File: config.mk
export PLATFORM = sky130hd
export DESIGN_NAME = phase_seq
export DESIGN_NICKNAME = d
export VERILOG_FILES = /design/src/rtl/phase_seq_pkg.sv /design/src/rtl/phase_seq_sat_counter.sv /design/src/rtl/phase_seq.sv
export SDC_FILE = /design/constraint.sdc
export NUM_CORES = 1
export LEC_CHECK = 0
export CORE_ASPECT_RATIO = 1.4
export CORE_MARGIN = 3
export CORE_UTILIZATION = 51
export DETAILED_ROUTE_END_ITERATION = 6
export PLACE_DENSITY = 0.8
export SLEW_MARGIN = 20
export SYNTH_ARGS = -nofsm -noshare
export SYNTH_HDL_FRONTEND = slang
export SYNTH_SLANG_ARGS = --single-unit
File: constraint.sdc
create_clock -name clk -period 2.76 [get_ports clk]
set_input_delay 0.552 -clock clk [delete_from_list [all_inputs] [get_ports clk]]
set_output_delay 0.552 -clock clk [all_outputs]
set_load 0.03 [all_outputs]
File: src/rtl/phase_seq_pkg.sv
// Shared definitions for the phase sequencer: phase encodings, the top-level
// state enum and the MIPS opcode/funct fields it decodes.
package phase_seq_pkg;

  localparam logic [4:0] P0 = 5'b00001;  // fetch
  localparam logic [4:0] P1 = 5'b00010;  // decode
  localparam logic [4:0] P2 = 5'b00100;  // execute
  localparam logic [4:0] P3 = 5'b01000;  // load/store
  localparam logic [4:0] P4 = 5'b10000;  // writeback

  typedef enum logic [1:0] {
    IDLE  = 2'd0,
    RUN   = 2'd1,
    HALT  = 2'd2,
    FAULT = 2'd3
  } state_t;

  localparam logic [5:0] OP_SPECIAL = 6'b000000;
  localparam logic [5:0] FN_BREAK   = 6'b001101;
  localparam logic [2:0] LOAD_PFX   = 3'b100;
  localparam logic [2:0] STORE_PFX  = 3'b101;

  function automatic logic is_mem_op(input logic [5:0] op);
    return (op[5:3] == LOAD_PFX) || (op[5:3] == STORE_PFX);
  endfunction

endpackage

File: src/rtl/phase_seq_sat_counter.sv
// Up-counter that sticks at all-ones instead of wrapping.
module sat_counter #(
  parameter int W = 32
) (
  input  logic         clk,
  input  logic         reset,
  input  logic         inc,
  output logic [W-1:0] q
);

  localparam logic [W-1:0] ONE = W'(1);

  logic [W-1:0] q_reg;

  always_ff @(posedge clk or posedge reset) begin
    if (reset) begin
      q_reg <= '0;
    end else if (inc && (q_reg != '1)) begin
      q_reg <= q_reg + ONE;
    end
  end

  assign q = q_reg;

endmodule

File: src/rtl/phase_seq.sv
// Multi-cycle MIPS phase sequencer: one-hot P0..P4 with memory handshake stalls,
// timeout fault, BREAK halt and saturating activity counters.
module phase_seq
  import phase_seq_pkg::*;
#(
  parameter int CNT_W    = 32,
  parameter int MAX_WAIT = 15
) (
  input  logic             clk,
  input  logic             reset,
  input  logic             run,
  input  logic [5:0]       op,
  input  logic [5:0]       irfunc,
  input  logic             mem_ack,
  output logic [4:0]       p,
  output logic             mem_req,
  output logic             halted,
  output logic             timeout,
  output logic [CNT_W-1:0] cycle_cnt,
  output logic [CNT_W-1:0] instr_cnt
);

  localparam int WAIT_W = $clog2(MAX_WAIT + 1);
  localparam logic [WAIT_W-1:0] WAIT_LAST = WAIT_W'(MAX_WAIT - 1);
  localparam logic [WAIT_W-1:0] WAIT_ONE  = WAIT_W'(1);

  state_t              state_reg, state_next;
  logic [4:0]          p_reg, p_next;
  logic [WAIT_W-1:0]   wait_reg, wait_next;
  logic                halted_reg, halted_next;
  logic                timeout_reg, timeout_next;
  logic                req_c;
  logic                retire;
  logic                is_break;

  always_ff @(posedge clk or posedge reset) begin
    if (reset) begin
      state_reg   <= IDLE;
      p_reg       <= '0;
      wait_reg    <= '0;
      halted_reg  <= 1'b0;
      timeout_reg <= 1'b0;
    end else begin
      state_reg   <= state_next;
      p_reg       <= p_next;
      wait_reg    <= wait_next;
      halted_reg  <= halted_next;
      timeout_reg <= timeout_next;
    end
  end

  always_comb begin
    state_next   = state_reg;
    p_next       = p_reg;
    wait_next    = wait_reg;
    halted_next  = halted_reg;
    timeout_next = timeout_reg;
    req_c        = 1'b0;
    retire       = 1'b0;
    is_break     = (op == OP_SPECIAL) && (irfunc == FN_BREAK);

    case (state_reg)
      IDLE: begin
        if (run) begin
          state_next = RUN;
          p_next     = P0;
        end
      end

      RUN: begin
        req_c = (p_reg == P0) || ((p_reg == P3) && is_mem_op(op));
        if (req_c) begin
          // An ack on the last allowed cycle still completes the access.
          if (mem_ack) begin
            wait_next = '0;
            p_next    = (p_reg == P0) ? P1 : P4;
          end else if (wait_reg == WAIT_LAST) begin
            state_next   = FAULT;
            p_next       = '0;
            timeout_next = 1'b1;
          end else begin
            wait_next = wait_reg + WAIT_ONE;
          end
        end else begin
          case (p_reg)
            P1: begin
              if (is_break) begin
                state_next  = HALT;
                p_next      = '0;
                halted_next = 1'b1;
                retire      = 1'b1;
              end else begin
                p_next = P2;
              end
            end
            P2: p_next = P3;
            P3: p_next = P4;
            P4: begin
              retire = 1'b1;
              if (run) begin
                p_next = P0;
              end else begin
                state_next = IDLE;
                p_next     = '0;
              end
            end
            default: ;
          endcase
        end
      end

      default: ;  // HALT and FAULT wait for reset
    endcase
  end

  assign p       = p_reg;
  assign mem_req = req_c;
  assign halted  = halted_reg;
  assign timeout = timeout_reg;

  sat_counter #(.W(CNT_W)) u_cycle_cnt (
    .clk   (clk),
    .reset (reset),
    .inc   (state_reg == RUN),
    .q     (cycle_cnt)
  );

  sat_counter #(.W(CNT_W)) u_instr_cnt (
    .clk   (clk),
    .reset (reset),
    .inc   (retire),
    .q     (instr_cnt)
  );

endmodule

==> results of run 1 <==
-- where the power goes --
part           internal [uW]  switching (uW)
Sequential              1230             184
Combinational            390             444
Clock                    371             404
-- cell usage in the layout, fill, tap and decap left out, types with 5 or more instances in the layout --
cell type,instances
inv_1,11
nand3_1,32
xor2_1,25
and4_1,5
buf_4,9
a21oi_1,6
nor3_1,21
clkbuf_8,11
nor2_1,31
clkdlybuf4s50_1,86
xnor2_1,33
nand2_1,31
and3_1,20
nand4_1,28
nor4_2,5
dfrtp_1,77
-- worst reg2reg max path: stages, from the launching register on --
cell     delay (ps)
dfrtp_1         420
ha_1            190
and2_1          240
nand4_2         200
nor3_4          590
nor2_2          120
mux2_4          320
-- logic make-up (layout without fill, tap and decap cells) --
logic type               Yosys count  after routing  share of synthesized area
flip-flops                        77             77                      0.469
adder cells (fa/ha/maj)            4              4                     0.0122
XOR/XNOR                          58             58                      0.124
AND/OR/NAND/NOR                  205            205                      0.287
AO/OA/AOI/OAI                     33             33                     0.0633
buffers and inverters             26            124                     0.0283
multiplexers                       6              6                     0.0170
-- synthesized netlist by cell type, types with 4 or more instances --
cell / n / area share
nand4_1: 28 / 0.043
a21oi_1: 6 / 0.0073
nor3_1: 21 / 0.026
clkbuf_1: 4 / 0.0037
nor2_1: 31 / 0.028
dfrtp_1: 77 / 0.47
inv_1: 12 / 0.011
and3_1: 20 / 0.030
nor4_2: 5 / 0.015
nor4_1: 4 / 0.0061
ha_1: 4 / 0.012
nand2_1: 31 / 0.028
nand3_1: 32 / 0.039
and4_1: 5 / 0.011
a21o_1: 4 / 0.0073
buf_2: 9 / 0.011
xor2_1: 25 / 0.053
a31oi_1: 4 / 0.0061
xnor2_1: 33 / 0.070
-- layer usage --
layer,global-route usage,vias up,part of all wire
met5,0,-,0
met4,0.0831,0,0.020
met3,0.0618,19,0.053
met2,0.369,103,0.52
met1,0.284,1676,0.41
li1,-,1654,-
-- layout make-up --
class	count	area [um^2]	share of cell area
multi-input combinational	306	2070	0.391
sequential	77	1930	0.364
timing repair buffer	96	948	0.179
clock buffer	12	155	0.0293
tap	100	125	0.0237
inverter	12	45.0	0.00851
clock inverter	4	22.5	0.00426
-- per-stage QoR --
step / setup WS (ps) / util / hold slack [ps] / cells
floorplan: 241 / - / 497 / 409
global placement: 270 / 0.656 / 443 / 591
detailed placement: 246 / 0.656 / 447 / 591
CTS: 254 / 0.678 / 469 / 607
global route: 179 / 0.678 / 497 / 607
finish: 269 / 0.678 / 462 / 607
-- worst paths after layout --
kind | end | cells after the start
setup / recovery | mem_req | 6
hold / removal | timeout | 1
setup reg to reg | u_cycle_cnt.q[1] | 6
hold reg to reg | timeout | 1
max in group asynchronous | u_cycle_cnt.q[2] | 3
min in group asynchronous | timeout | 2
==> run summary, run 1 <==
The floorplan has 38 rows. The part of the cycle the worst path needs is 0.902. The run gives 3381 as the number of global-route vias before repair. TritonCTS built the clock tree. In this run the remaining antenna-violating nets after routing total 0. The initial standard-cell utilization of the core is 0.527, and the share of flip-flops with an asynchronous set or reset after synthesis is 1.00. The run gives 2210 ps as the critical path required time. The longest individual stage delay on the worst path was 440 ps.

The path type of the worst setup path is input pin to output port. The total iterations of the first detailed-routing run was 4; the final-report max-slew violation count was 0. Tracing the worst setup path back leads to its startpoint at op[4].

The critical path's slowest cell is clkdlybuf4s50_1. The run finished with clean final reports. The largest net degree at the start of global routing is 40.

The worst reg2reg path startpoint was u_cycle_cnt.q[1]. The critical path goes through clkdlybuf4s50_1 -> nand4bb_1 -> a2111oi_4 -> nand2_1 -> inv_1 -> buf_4. Synthesis produced a netlist with a net count of 429. In this run, synthesis produced a sequential element count of 77. The run gives 7.02 mm as the sum of net half-perimeters after detailed placement.

The run gives 0 as the number of endpoints with negative hold slack in the final report. In the routed design, unresolved DRC markers number 0. Worst clock skew: 9.22 ps. Once the clock tree was built, the setup fixing pass inserted 0 buffers. The worst setup path is launched from an input pin. The die covers 9190 um^2.

The run gives 4110 um^2 as the synthesized area. The tools report the number of buffers added by the clock tree synthesis step as 9. The run gives 522 as the net total in the final layout. The power per unit of standard cell area is 572 nW/um^2, and the maximum clock path buffer count is 2. The layout-stage area growth over the synthesis result was 28.7%; the final critical path time including I/O delays and setup was 2490 ps. Port buffering added 87 buffers. 0 antenna diodes ended up in the layout. Summed over all cells, the static leakage comes to 0.00229 uW. Adding up every negative setup slack in the final design gives 0 ps. After detailed placement, the total cell area comes to 5110 um^2. The min-delay analysis places its worst path in the category flip-flop to flip-flop.

The worst setup path is captured at an output port. Setup violations remaining at the end of the flow were counted as 0. The maximum frequency from static timing analysis was 0.401 GHz. The ratio of cells with drive above 1 in the final layout is 0.0947. The core region is 7800 um^2. Max-cap violations in this run came to 0. The detailed router finished its first iteration with 184 violations. The number of gates resized after CTS was 0. The clock-pin slew on the worst setup and hold paths was 80 ps; the overall routed net length was 9.62 mm. The number of antenna violations at the first check in global routing was 0; the total number of vias was 3452. For this design, the sink count on the clock tree is 77.

The I/O pin total is 88, and the worst voltage drop across the vdd grid is 0.434 mV. For the register-to-register path setup slack, the log shows 570 ps. The largest driver fanout on the critical path came out at 3. Setup repair after global routing left no endpoint under its margin.

The H-tree generated during clock tree synthesis spans 3 levels. Clock root buffer master: clkbuf_8. The flip-flop cell with the highest count after synthesis is dfrtp_1. The logs give 0.226 for the global-route usage over all layers and 0 for the global-route congestion overflow total.

The power after layout is 3030 uW. The number of enable flip-flop cells after synthesis came out at 0. The slew of the pin with the lowest slew margin is 723 ps, and the synthesized area divided by synthesized cell count is 10.0 um^2.

The number of distinct library cell variants in the gate-level netlist after synthesis was 57; the post-detailed-route via-to-cell ratio was 5.69. The run gives 16.4 mm as the global-route wire length before repair. The startpoint identified for the worst hold timing path is timeout.

The finished cells cover 5290 um^2. The die is 81.9 um wide. Among cell families on the critical path, the largest total delay comes from buffers and inverters.

Together, buffers and inverters on the worst path number 3. The clock latency on the worst-skew pair is 360 ps, and the hold buffer count at cts is 0. The floorplan step set the die height to 112 um.

The number of synthesis warnings was 0. For the final weighted congestion in routability-driven placement, the log shows 0.912. For the worst setup path, the data arrival time is 1940 ps. For the filler cell count in the final layout, the log shows 634.

The headroom to the max-slew limit was 0.514; the number of instances in the synthesized netlist was 409. Routed length per placed instance: 15.8 um. For the proportion of synthesized chip area in sequential cells, the log shows 0.469.
Power figures use the tool's default switching activity.
==> inputs of run 2 (changes only) <==
Settings changed: CORE_UTILIZATION 51 to 40, PLACE_DENSITY 0.8 to 0.65.
Clock period 2.76 ns to 2.5 ns, I/O delays scaled along.
==> run 2 against run 1 <==
Clock power increased by 65%. Global-route usage down 4.6 points. Sequential share of layout area shrank 1.4 points. Critical path type unchanged. Critical endpoint unchanged.
==> run summary, run 2 (synthesis gave the netlist of run 1 again) <==
The filler cell count in the final layout is 894 (+41%), and the total setup buffers inserted after CTS is 0 (unchanged). The pre-CTS setup slack is 17.1 ps (-229 ps), and the routed length per placed instance is 15.2 um (-4.2%). Startpoint of the worst setup timing path: op[4]. The tools report the startpoint of the most critical hold path as timeout. The number of port buffers is 87 (unchanged). The final weighted congestion in routability-driven placement was 0.827 (-9.4%); the total iterations of the first detailed-routing run was 4 (unchanged).

The flow ran to the end, and the final reports show no timing, DRC or antenna violations. The run gives 43 (+13%) as the floorplan row count. Traced cell by cell, the critical path runs through clkdlybuf4s50_1 -> nand4bb_4 -> a2111oi_4 -> nand2_1 -> inv_1 -> buf_4. The part of the cycle the worst path needs is 0.959, and the I/O pin total is 88 (unchanged).

The utilization after layout was 0.553 (-0.125). The run gives 2000 ps (-210 ps) as the critical path required time. Setup repair after global routing left no endpoint under its margin. The tools report the clock net sink count as 77 (unchanged). The slew of the pin with the lowest slew margin is 576 ps (-147 ps), and the total number of vias is 3406 (-1.3%). The count of unresolved DRC violations after routing was 0 (unchanged). The startpoint kind of the worst setup timing path was an input pin. The number of max-capacitance violations reported is 0 (unchanged). The maximum frequency from static timing analysis was 0.417 GHz; the y dimension of the die was 126 um (+12%).

The largest driver fanout on the critical path is 3 (unchanged). The final count of negative-setup-slack endpoints is 0 (unchanged), and the register area is 1930 um^2 (unchanged). The run gives 17.0 mm (+4.0%) as the global-route wire length before repair. The net total in the final layout was 526 (+0.77%).

The multi-input combinational cell area was 2080 um^2 (+0.79%). Endpoint class of the critical path: an output port. The longest individual stage delay on the worst path is 450 ps (about the same), and the maximum level of the CTS H-tree is 3 (unchanged). The post-detailed-route via-to-cell ratio came out at 5.27 (-7.3%). Leaving out fill and tap cells, the most frequent cell in the layout is clkdlybuf4s50_1.

The layout-stage area growth over the synthesis result was 34.0%; the DRC marker count from the first detailed-route iteration was 163 (-11%). The power per unit of standard cell area works out to 686 nW/um^2 (+20%). The clock latency on the worst-skew pair was 340 ps (-20 ps); the minimum setup slack in the final design was 102 ps (-167 ps). The total placed instance area came out at 5200 um^2 (+1.7%). The initial standard-cell utilization of the core was 0.413 (-0.114); the maximum clock path buffer count was 2 (unchanged).

The tools report the worst voltage drop across the vdd grid as 0.471 mV (+8.6%). The width of the chip came out at 91.7 um (+12%). The combined buffer and inverter count along the critical path came out at 3 (unchanged).

The critical path's slowest cell was clkdlybuf4s50_1. The run gives 0.614 (+0.100) as the headroom to the max-slew limit. The post-route cell area is 5510 um^2 (+4.1%), and the global-route usage over all layers is 0.180 (-0.0461). The tools report the count of antenna-violating nets left after detailed routing as 0 (unchanged).

Kind of path behind the tightest hold check: flip-flop to flip-flop. The tools report the number of buffers added by the clock tree synthesis step as 9 (unchanged). The logs give 9950 um^2 (+28%) for the core box area and 1900 ps (-40 ps) for the arrival time of data at the critical path endpoint. The area enclosed by the die boundary is 11500 um^2 (+26%).

The total negative slack for setup checks was 0 ps (unchanged); the final-report max-slew violation count was 0 (unchanged). The tools report the worst reg2reg path startpoint as state_reg[0]. The ratio of cells with drive above 1 in the final layout was 0.104 (+0.00904). The cell type group with the largest total delay on the critical path is buffers and inverters.

The tools report the number of antenna violations at the first check in global routing as 0 (unchanged). The run gives 9.80 mm (+1.9%) as the overall routed net length. The logs give 7.05 mm (+0.41%) for the sum of net half-perimeters after detailed placement and 7.09 ps (-2.13 ps) for the worst clock skew. For the number of inserted diodes, the log shows 0 (unchanged). The critical path is of the input pin to output port type. The number of endpoints with negative hold slack in the final report was 0 (unchanged). For the global-route congestion overflow total, the log shows 0 (unchanged). The number of global-route vias before repair was 3569 (+5.6%). The top cell types in the final layout, fill and taps aside, are clkdlybuf4s50_1, dfrtp_1, xnor2_1. Subtracting the final worst setup slack from the clock period gives 2400 ps.

Largest net degree at the start of global routing: 78 (+95%). The tools report the clock root buffer master as clkbuf_16. The clock-pin slew on the worst setup and hold paths came out at 60 ps (-20 ps).

TritonCTS built the clock tree. The static leakage power is 0.00238 uW (+3.7%), and the hold buffer count at cts is 0 (unchanged).
## run 2: cell types whose count changed in the layout (fill, tap and decap cells not counted), sizes merged
cell and delta:
buf +4, inv +1, clkinv +1, clkinvlp -1, bufinv +1, clkbuf -2
## run 2: final timing paths
path | cells after the start | end | slack, ps
worst max-delay path | 6 | mem_req | 100
worst min-delay path | 1 | timeout | 460
worst max register to register | 6 | u_instr_cnt.q[1] | 400
worst min register to register | 1 | timeout | 460
max in group asynchronous | 3 | u_cycle_cnt.q[27] | 1600
min in group asynchronous | 3 | u_instr_cnt.q[8] | 580
## run 2: through the flow
stage / power (uW) / std cells / hold WS [ps]
after floorplan: 2140 / 409 / 497
after global placement: 2490 / 630 / 444
after detailed placement: 2510 / 630 / 456
after CTS: 3810 / 646 / 468
after global routing: 3990 / 646 / 482
final: 3780 / 646 / 462
## run 2: routing by layer
layer | track usage | up-vias | share of wire
met2 | 0.308 | 82 | 0.51
met5 | 0 | - | 0
met4 | 0.0524 | 0 | 0.014
met3 | 0.0502 | 13 | 0.053
li1 | - | 1657 | -
met1 | 0.221 | 1654 | 0.42
## run 2: area by class of cell
| class | count | area share |
|---|---|---|
| clock inverters | 6 | 0.0114 |
| inverters | 12 | 0.00818 |
| clock buffers | 10 | 0.0416 |
| well taps | 135 | 0.0307 |
| repair buffers | 100 | 0.180 |
| multi-input cells | 306 | 0.378 |
| flip-flops and latches | 77 | 0.350 |
## run 2: where the power goes
group	internal, uW	switching (uW)	total (uW)	leakage, uW
logic	439	492	931	0.00118
clock network	773	508	1280	0.000147
registers	1360	201	1560	0.00105
total	2580	1200	3780	0.00238
## run 2: what timing repair did
action	CTS	global route
endpoints found under the setup margin	0	1
hold endpoints to repair	0	0
gates resized for setup	0	1
